===== src/rtl/apb_mgr_arbiter_pkg.sv =====
// Shared types and defaults for the APB manager arbiter.
// State encoding for the arbiter FSM and the default watchdog limit.
package apb_mgr_arbiter_pkg;

    typedef enum logic [1:0] {
        IDLE,
        SETUP,
        ACCESS,
        RESP
    } apb_arb_state_e;

    localparam int unsigned ApbTimeoutDefault = 255;

endpackage


===== src/rtl/apb_rr_pick.sv =====
// Combinational round-robin picker.
// Ports: req_i (requests), last_i (previous winner),
//        gnt_idx_o (first requester after last_i), gnt_valid_o.
module apb_rr_pick #(
    parameter int unsigned NrMgr = 2
) (
    input  logic [NrMgr-1:0]         req_i,
    input  logic [$clog2(NrMgr)-1:0] last_i,
    output logic [$clog2(NrMgr)-1:0] gnt_idx_o,
    output logic                     gnt_valid_o
);

    localparam int unsigned IdxW = $clog2(NrMgr);

    int unsigned j;

    // Walk offsets from farthest to nearest so the nearest
    // requester after last_i is the final (winning) assignment.
    always_comb begin
        gnt_idx_o   = '0;
        gnt_valid_o = 1'b0;
        j           = 0;
        for (int unsigned k = NrMgr; k >= 1; k--) begin
            j = (32'(last_i) + k) % NrMgr;
            if (req_i[IdxW'(j)]) begin
                gnt_idx_o   = IdxW'(j);
                gnt_valid_o = 1'b1;
            end
        end
    end

endmodule


===== src/rtl/apb_mgr_arbiter.sv =====
// Round-robin arbiter sharing one APB bus between NrMgr managers,
// with registered downstream request and a stall watchdog.
// Ports: clk_i, rst_ni; m_* manager side (per-manager vectors);
//        s_* downstream APB; timeout_o pulses on watchdog abort.
module apb_mgr_arbiter
    import apb_mgr_arbiter_pkg::*;
#(
    parameter int unsigned NrMgr         = 2,
    parameter int unsigned AddrWidth     = 32,
    parameter int unsigned DataWidth     = 32,
    parameter int unsigned TimeoutCycles = ApbTimeoutDefault
) (
    input  logic                                clk_i,
    input  logic                                rst_ni,
    input  logic [NrMgr-1:0]                    m_psel_i,
    input  logic [NrMgr-1:0]                    m_penable_i,
    input  logic [NrMgr-1:0]                    m_pwrite_i,
    input  logic [NrMgr-1:0][AddrWidth-1:0]     m_paddr_i,
    input  logic [NrMgr-1:0][DataWidth-1:0]     m_pwdata_i,
    output logic [NrMgr-1:0][DataWidth-1:0]     m_prdata_o,
    output logic [NrMgr-1:0]                    m_pready_o,
    output logic [NrMgr-1:0]                    m_pslverr_o,
    output logic                                s_psel_o,
    output logic                                s_penable_o,
    output logic                                s_pwrite_o,
    output logic [AddrWidth-1:0]                s_paddr_o,
    output logic [DataWidth-1:0]                s_pwdata_o,
    input  logic [DataWidth-1:0]                s_prdata_i,
    input  logic                                s_pready_i,
    input  logic                                s_pslverr_i,
    output logic                                timeout_o
);

    localparam int unsigned IdxW = $clog2(NrMgr);
    localparam int unsigned TmoW =
        (TimeoutCycles < 2) ? 1 : $clog2(TimeoutCycles + 1);
    localparam logic [TmoW-1:0] TmoLast = TmoW'(TimeoutCycles - 1);
    localparam logic [TmoW-1:0] TmoMax  = '1;

    apb_arb_state_e       state_q, state_d;
    logic [IdxW-1:0]      last_q, last_d;
    logic [AddrWidth-1:0] addr_q, addr_d;
    logic [DataWidth-1:0] wdata_q, wdata_d;
    logic                 write_q, write_d;
    logic [DataWidth-1:0] rdata_q, rdata_d;
    logic                 err_q, err_d;
    logic [TmoW-1:0]      tmo_q, tmo_d;
    logic                 alive_q, alive_d;
    logic                 tpulse_q, tpulse_d;

    logic [IdxW-1:0]      gnt_idx;
    logic                 gnt_valid;
    logic                 resp;

    apb_rr_pick #(
        .NrMgr (NrMgr)
    ) u_pick (
        .req_i       (m_psel_i),
        .last_i      (last_q),
        .gnt_idx_o   (gnt_idx),
        .gnt_valid_o (gnt_valid)
    );

    // last_q doubles as the current grant once a transfer starts.
    // alive_q tracks whether the granted manager still holds psel;
    // if it drops, the response is swallowed.
    always_comb begin
        state_d  = state_q;
        last_d   = last_q;
        addr_d   = addr_q;
        wdata_d  = wdata_q;
        write_d  = write_q;
        rdata_d  = rdata_q;
        err_d    = err_q;
        tmo_d    = tmo_q;
        alive_d  = alive_q;
        tpulse_d = 1'b0;
        unique case (state_q)
            IDLE: begin
                if (gnt_valid) begin
                    last_d  = gnt_idx;
                    addr_d  = m_paddr_i[gnt_idx];
                    wdata_d = m_pwdata_i[gnt_idx];
                    write_d = m_pwrite_i[gnt_idx];
                    rdata_d = '0;
                    err_d   = 1'b0;
                    tmo_d   = '0;
                    alive_d = 1'b1;
                    state_d = SETUP;
                end
            end
            SETUP: begin
                alive_d = alive_q & m_psel_i[last_q];
                state_d = ACCESS;
            end
            ACCESS: begin
                alive_d = alive_q & m_psel_i[last_q];
                if (s_pready_i) begin
                    rdata_d = s_prdata_i;
                    err_d   = s_pslverr_i;
                    state_d = RESP;
                end else begin
                    if (tmo_q != TmoMax) begin
                        tmo_d = tmo_q + 1'b1;
                    end
                    if (TimeoutCycles != 0 && tmo_q == TmoLast) begin
                        err_d    = 1'b1;
                        rdata_d  = '0;
                        tpulse_d = 1'b1;
                        state_d  = RESP;
                    end
                end
            end
            RESP: begin
                state_d = IDLE;
            end
            default: begin
                state_d = IDLE;
            end
        endcase
    end

    always_ff @(posedge clk_i or negedge rst_ni) begin
        if (!rst_ni) begin
            state_q  <= IDLE;
            last_q   <= IdxW'(NrMgr - 1);
            addr_q   <= '0;
            wdata_q  <= '0;
            write_q  <= 1'b0;
            rdata_q  <= '0;
            err_q    <= 1'b0;
            tmo_q    <= '0;
            alive_q  <= 1'b0;
            tpulse_q <= 1'b0;
        end else begin
            state_q  <= state_d;
            last_q   <= last_d;
            addr_q   <= addr_d;
            wdata_q  <= wdata_d;
            write_q  <= write_d;
            rdata_q  <= rdata_d;
            err_q    <= err_d;
            tmo_q    <= tmo_d;
            alive_q  <= alive_d;
            tpulse_q <= tpulse_d;
        end
    end

    assign s_psel_o    = (state_q == SETUP) || (state_q == ACCESS);
    assign s_penable_o = (state_q == ACCESS);
    assign s_pwrite_o  = write_q;
    assign s_paddr_o   = addr_q;
    assign s_pwdata_o  = wdata_q;
    assign timeout_o   = tpulse_q;

    assign resp = (state_q == RESP) && alive_q;

    always_comb begin
        m_prdata_o  = '0;
        m_pready_o  = '0;
        m_pslverr_o = '0;
        if (resp) begin
            m_prdata_o[last_q]  = rdata_q;
            m_pready_o[last_q]  = 1'b1;
            m_pslverr_o[last_q] = err_q;
        end
    end

endmodule


===== config.mk =====
export PLATFORM = sky130hd
export DESIGN_NAME = apb_mgr_arbiter
export DESIGN_NICKNAME = d
export VERILOG_FILES = /design/src/rtl/apb_mgr_arbiter_pkg.sv /design/src/rtl/apb_rr_pick.sv /design/src/rtl/apb_mgr_arbiter.sv
export SDC_FILE = /design/constraint.sdc
export NUM_CORES = 1
export LEC_CHECK = 0
export BUFFER_PORTS_ARGS = -buffer_cell sky130_fd_sc_hd__buf_2
export CAP_MARGIN = 20
export CORE_AREA = 2 2 118 120
export CTS_BUF_LIST = sky130_fd_sc_hd__clkbuf_4 sky130_fd_sc_hd__clkbuf_8 sky130_fd_sc_hd__clkbuf_16
export CTS_CLUSTER_SIZE = 40
export DETAILED_ROUTE_END_ITERATION = 10
export DIE_AREA = 0 0 120 122
export PLACE_DENSITY = 0.77
export SYNTH_ARGS = -nofsm -noshare
export SYNTH_HDL_FRONTEND = slang
export SYNTH_SLANG_ARGS = --single-unit
export TNS_END_PERCENT = 5

===== constraint.sdc =====
create_clock -name clk_i -period 1.9 [get_ports clk_i]
set_input_delay 0.095 -clock clk_i [delete_from_list [all_inputs] [get_ports clk_i]]
set_output_delay 0.095 -clock clk_i [all_outputs]
set_load 0.01 [all_outputs]

==> Word-level counts from Yosys, hierarchy flattened <==
Cells that the tools add are included.
{ "classes": {"n_bitwise": 3, "n_mux": 44, "reduce_logical": 12, "eq_ne": 9, "order_cmp": 5, "n_addsub": 3} }
{ "op_table": {"columns": ["cell", "count"], "rows": [
  ["two-way mux 32 bit", 8],
  ["bitwise AND 64 bit", 1],
  ["two-way mux 64 bit", 1],
  ["one-hot mux 32 bit (2 select lines)", 1],
  ["demux 32 bit (select 1 bit)", 1],
  ["two-way mux 8 bit", 3],
  ["two-way mux 1 bit", 20],
  ["one-hot mux 8 bit (2 select lines)", 1],
  ["two-way mux 2 bit", 5],
  ["adder 8 x 1 -> 8 bit, second input constant", 1],
  ["== test 8 bit, second input constant", 1],
  ["less-than comparator 1 x 2 -> 1 bit, second input constant", 4],
  ["inequality test 8 bit, second input constant", 1],
  ["one-hot mux 2 bit (4 select lines)", 1],
  ["AND reduction 2 bit", 3],
  ["== test 2 bit, second input constant", 2],
  ["inequality test 2 bit, second input constant", 2],
  ["one-hot mux 1 bit (2 select lines)", 2],
  ["AND reduction 4 bit", 1],
  ["nonzero test 2 bit", 2],
  ["inequality test 3 x 1 -> 1 bit, second input constant", 1],
  ["AND reduction 3 bit", 1],
  ["adder 1 bit, second input constant", 2],
  ["bitwise AND 2 bit", 1],
  ["9 further kinds", 10]
]} }
{ "word_totals": {"ff_bits": 111, "output_inout_bits": 136, "elab_cells": 86} }

==> Depth between registers and ports, before layout <==
{ "depth": {"depth_word": 7, "ltp_mapped": 9} }

==> Hierarchy <==
Synthesis repeated with hierarchy kept, for this count alone.
{ "unflattened": {"hier_cells": 553, "hier_area_um2": 5820.6} }
{ "by_module_without_submodules": {"columns": ["mod", "cells_each", "n_inst", "seq_area_each_um2", "area_per_inst_um2"], "rows": [
  ["apb_mgr_arbiter", 551, 1, 2778.9, 5806.8],
  ["apb_rr_pick", 2, 1, 0.0, 13.8]
]} }

==> Least setup slack after synthesis <==
OpenSTA, ideal clock, no wires.
{ "synth_timing": {"kind": "reg2reg", "from": "register state_q[0]", "to": "register err_q", "path_stages_with_launch": 9, "t_arrival_ns": 1.642, "n_path_buf": 2, "setup_ns": 0.129, "synth_period_minus_slack_ns": 1.771, "path_slack_ns": 0.129, "required_time_ns": 1.771, "path_cell_list": "dfrtp_1 inv_1 ha_1 inv_2 a311oi_4 nand2b_1 buf_6 buf_12 o21ai_0"} }
{ "synth_between": {"elab_chain_cells": 3, "elab_cells_between_ends": 7} }
{ "synth_rtl": {"columns": ["item", "line_no", "text"], "rows": [
  ["from (decl)", "apb_mgr_arbiter.sv:40", "apb_arb_state_e state_q, state_d;"],
  ["from (signal assigned)", "apb_mgr_arbiter.sv:136", "state_q <= state_d;"],
  ["== test 2 bit *", null, null],
  ["named net s_penable_o", "apb_mgr_arbiter.sv:24", "output logic s_penable_o,"],
  ["inequality test 3 x 1 -> 1 bit (no line) or nonzero test 2 bit (tied branches)", null, null],
  ["AND reduction 3 bit (no line)", null, null],
  ["to (signal assigned)", "apb_mgr_arbiter.sv:142", "err_q <= err_d;"],
  ["to (decl)", "apb_mgr_arbiter.sv:46", "logic err_q, err_d;"]
]} }
The timed path passes the listed nets; every way through them passes the cells marked *.
A chain may end at the register's enable or synchronous reset.

==> Worst setup path after layout <==
{ "layout_timing": {"from": "register state_q[1]", "to": "register rdata_q[14]"} }
{ "layout_between": {"elab_chain_cells": 3, "elab_cells_between_ends": 7} }
{ "layout_rtl": {"columns": ["item", "line_no", "text"], "rows": [
  ["== test 2 bit or logical NOT 2 bit (tied branches)", "apb_mgr_arbiter.sv:78", "unique case (state_q)"],
  ["inequality test 3 x 1 -> 1 bit (no line), or another cell as far along", null, null],
  ["AND reduction 3 bit (no line)", null, null],
  ["to (signal assigned)", "apb_mgr_arbiter.sv:141", "rdata_q <= rdata_d;"],
  ["to (decl)", "apb_mgr_arbiter.sv:45", "logic [DataWidth-1:0] rdata_q, rdata_d;"]
]} }
Several ways; a longest one is shown, not always the timed one.

==> flow_summary.toml <==
[layout]
layout.cells.non_filler = 1041
mostFrequentLayoutCells = "buf_2 (302), dfrtp_1 (110), nand2_1 (70), and2_1 (67)"
final_common_cell = "buf_2"
syn2layout_area_growth_pct = 43.1
drive_gt1_share_pct = 41.0
nets = 1030

[yosys]
synth_seq_cells = 111
synthCells = 524
ys_warn_count = 0
synth_ff_type = "dfrtp_1"
synth-edff-count = 0
avgSynthCellArea_um2 = 10.6
ys_seq_area_share_pct = 50.1
ys_types = 49
synth_area_um2 = 5540
async_reset_ff_share_pct = 100
synth_fp_nets = 700

[sta]
setup_ws_ns = 0.105
fin_crit_ns = 1.80
finalSetupViolCount = 0
max_slew_margin_pct = 71.5
hold_ws_ns = 0.0274
fin_skew_ns = 0.00894
setup_tns_ns = 0
fmax_mhz = 557
slew_viol_final = 0
fin_crit_sh_pct = 94.5
rsz0062_at_grt = "false"
tightest_slew_ns = 0.427
hold_violations = 0

[placed_design]
dp_hpwl_mm = 11.1
place_inst = 989
gp_congestion = 0.868
io_buffers = 303
pre_cts_ws_ns = 0.143

[clocking]
cts_root_buffer = "clkbuf_16"
clock_sinks = 111
tritoncts = "done"
clk_latency_ns = 0.36
path_clk_slew_ns = 0.08
h-tree-depth = 3
cts-buffers-inserted = 9
cts_max_path_buffers = 2

[power]
p_sw_mw = 3.91
powerDensity_nw_per_um2 = 1290
p_total_mw = 10.3
power.share.clock_pct = 19.1
pwr-share-seq_pct = 39.1
comb_power_share_pct = 41.8
internal-power_mw = 6.35
leakagePower_nw = 4.26
vdd_drop_max_mv = 0.615
switching_share_pct = 38.1

[routing]
drc_errors = 0
drt-vias-per-instance = 4.92
wirelength_mm = 15.6
drt-initial-drc-count = 268
antenna_left = 0
drt_first_pass_iters = 4
dr_total_vias = 5126
routedWlPerCell_um = 15.0

[floorplan]
initial_core_util_pct = 41.0
die_h_um = 122
io_pins = 306
coreArea_um2 = 13500
die_area_um2 = 14600
rows = 43
die_x_um = 120

[hold_path]
min_path_type = "in2reg"
holdCritStartpoint = "m_paddr_i[14]"
holdPathEnd = "s_paddr_o[14]$_DFFE_PN0P_"
holdPathStages = 3

[global_route]
grt_pass1_wl_mm = 24.2
antenna_found_initial = 2
grt-ovfl-total = 0
grt_pass1_vias = 4844
grt_max_degree = 73
track_usage_pct = 21.0

[worst_setup_path]
cp_max_fo = 32
timing.rr.end = "rdata_q[14]$_DFFE_PN0P_"
crit-reg2reg-launch = "state_q[1]$_DFFE_PN0P_"
critPathLaunchType = "flop"
required_ns = 2.14
critPathArrivalTime_ns = 2.04
end_kind = "flop"
worstRegToRegCells = 7
critical_path_class = "reg2reg"
r2r_setup_slack_ns = 0.10

[run]
drv_cap = 0

[status]
status = "finished clean"
-- layout make-up --
class	count	area [um^2]
clock buffer	11	253
clock inverter	5	56.3
antenna	2	5.00
inverter	9	33.8
timing repair buffer	356	2110
multi-input combinational	367	2480
fill	1146	5570
sequential	111	2780
tap	180	225
-- cells in the mapped netlist (3+ instances only) --
cell / count / area (um^2)
nand2_1: 70 / 263
a2bb2oi_1: 3 / 26.3
o31ai_1: 3 / 22.5
a22o_1: 33 / 289
dfrtp_1: 110 / 2750
clkbuf_1: 12 / 45.0
o21ai_0: 66 / 330
nand3_1: 6 / 30.0
buf_6: 9 / 101
o21ai_1: 9 / 45.0
buf_2: 9 / 45.0
inv_1: 8 / 30.0
ha_1: 6 / 75.1
nor2_1: 5 / 18.8
mux2i_1: 65 / 651
buf_12: 3 / 60.1
and2_1: 67 / 419
-- critical path: stages, from the launching register on --
cell,delay [ns]
dfrtp_1,0.41
inv_1,0.11
ha_1,0.17
or3b_4,0.41
nand2_1,0.11
nor2_2,0.05
buf_12,0.16
a22o_1,0.26
-- power groups by stage --
| stage | registers [mW] | clock network [mW] | logic, mW |
|---|---|---|---|
| finish | 4.01 | 1.96 | 4.29 |
| global route | 4.13 | 2.11 | 4.77 |
| CTS | 3.99 | 2.01 | 4.33 |
| detailed placement | 4.01 | 0 | 4.27 |
| global placement | 3.99 | 0 | 4.15 |
| floorplan | 4.21 | 0 | 2.48 |
-- kinds of logic (layout without fill, tap and decap cells) --
| kind of cell | after synthesis | after routing | share of synthesized area (%) |
|---|---|---|---|
| simple gates | 167 | 167 | 15.8 |
| fa+ha+maj | 6 | 6 | 1.35 |
| mux | 66 | 66 | 11.9 |
| compound gates | 128 | 128 | 15.1 |
| other cells | 0 | 2 | 0 |
| flops | 111 | 111 | 50.1 |
| buf+inv | 46 | 381 | 5.60 |
-- metal layers --
metal | part of all wire, % | global-route usage [%]
met1 | 41 | 25.7
met2 | 51 | 35.9
met3 | 6.2 | 3.98
met4 | 2.5 | 9.56
met5 | 0 | 0
-- timing repair --
item	in CTS	in global routing
buffers inserted	0	0
gates resized for setup	0	1
endpoints found under the hold margin	62	0
hold buffers	34	0
endpoints found under the setup margin	0	27
-- sequential cells by signal (all words and copies together), names as in the netlist --
register / flops
alive_q: 1
s_pwrite_o: 1
last_q: 1
s_pwdata_o: 32
tmo_q: 8
timeout_o: 1
err_q: 1
rdata_q: 32
state_q: 2
s_paddr_o: 32
-- through the flow --
step / util [%] / area (um^2)
after global routing: 58.8 / 7930
after floorplan: - / 5540
after CTS: 58.7 / 7930
after detailed placement: 53.9 / 7280
after global placement: 53.9 / 7280
final: 58.8 / 7930
-- worst max path at each step --
stage / start / end / slack, ns / cells past startpoint
floorplan: state_q[0]$_DFFE_PN0P_ / err_q$_DFFE_PN0P_ / 0.13 / 8
global placement: state_q[0]$_DFFE_PN0P_ / err_q$_DFFE_PN0P_ / 0.18 / 8
detailed placement: state_q[0]$_DFFE_PN0P_ / rdata_q[4]$_DFFE_PN0P_ / 0.14 / 7
CTS: last_q$_DFFE_PN1P_ / m_prdata_o[39] / 0.07 / 4
global route: last_q$_DFFE_PN1P_ / m_pslverr_o[1] / 0.02 / 4
finish: state_q[1]$_DFFE_PN0P_ / rdata_q[14]$_DFFE_PN0P_ / 0.10 / 7
No activity file was read; power rests on OpenSTA's default activity.
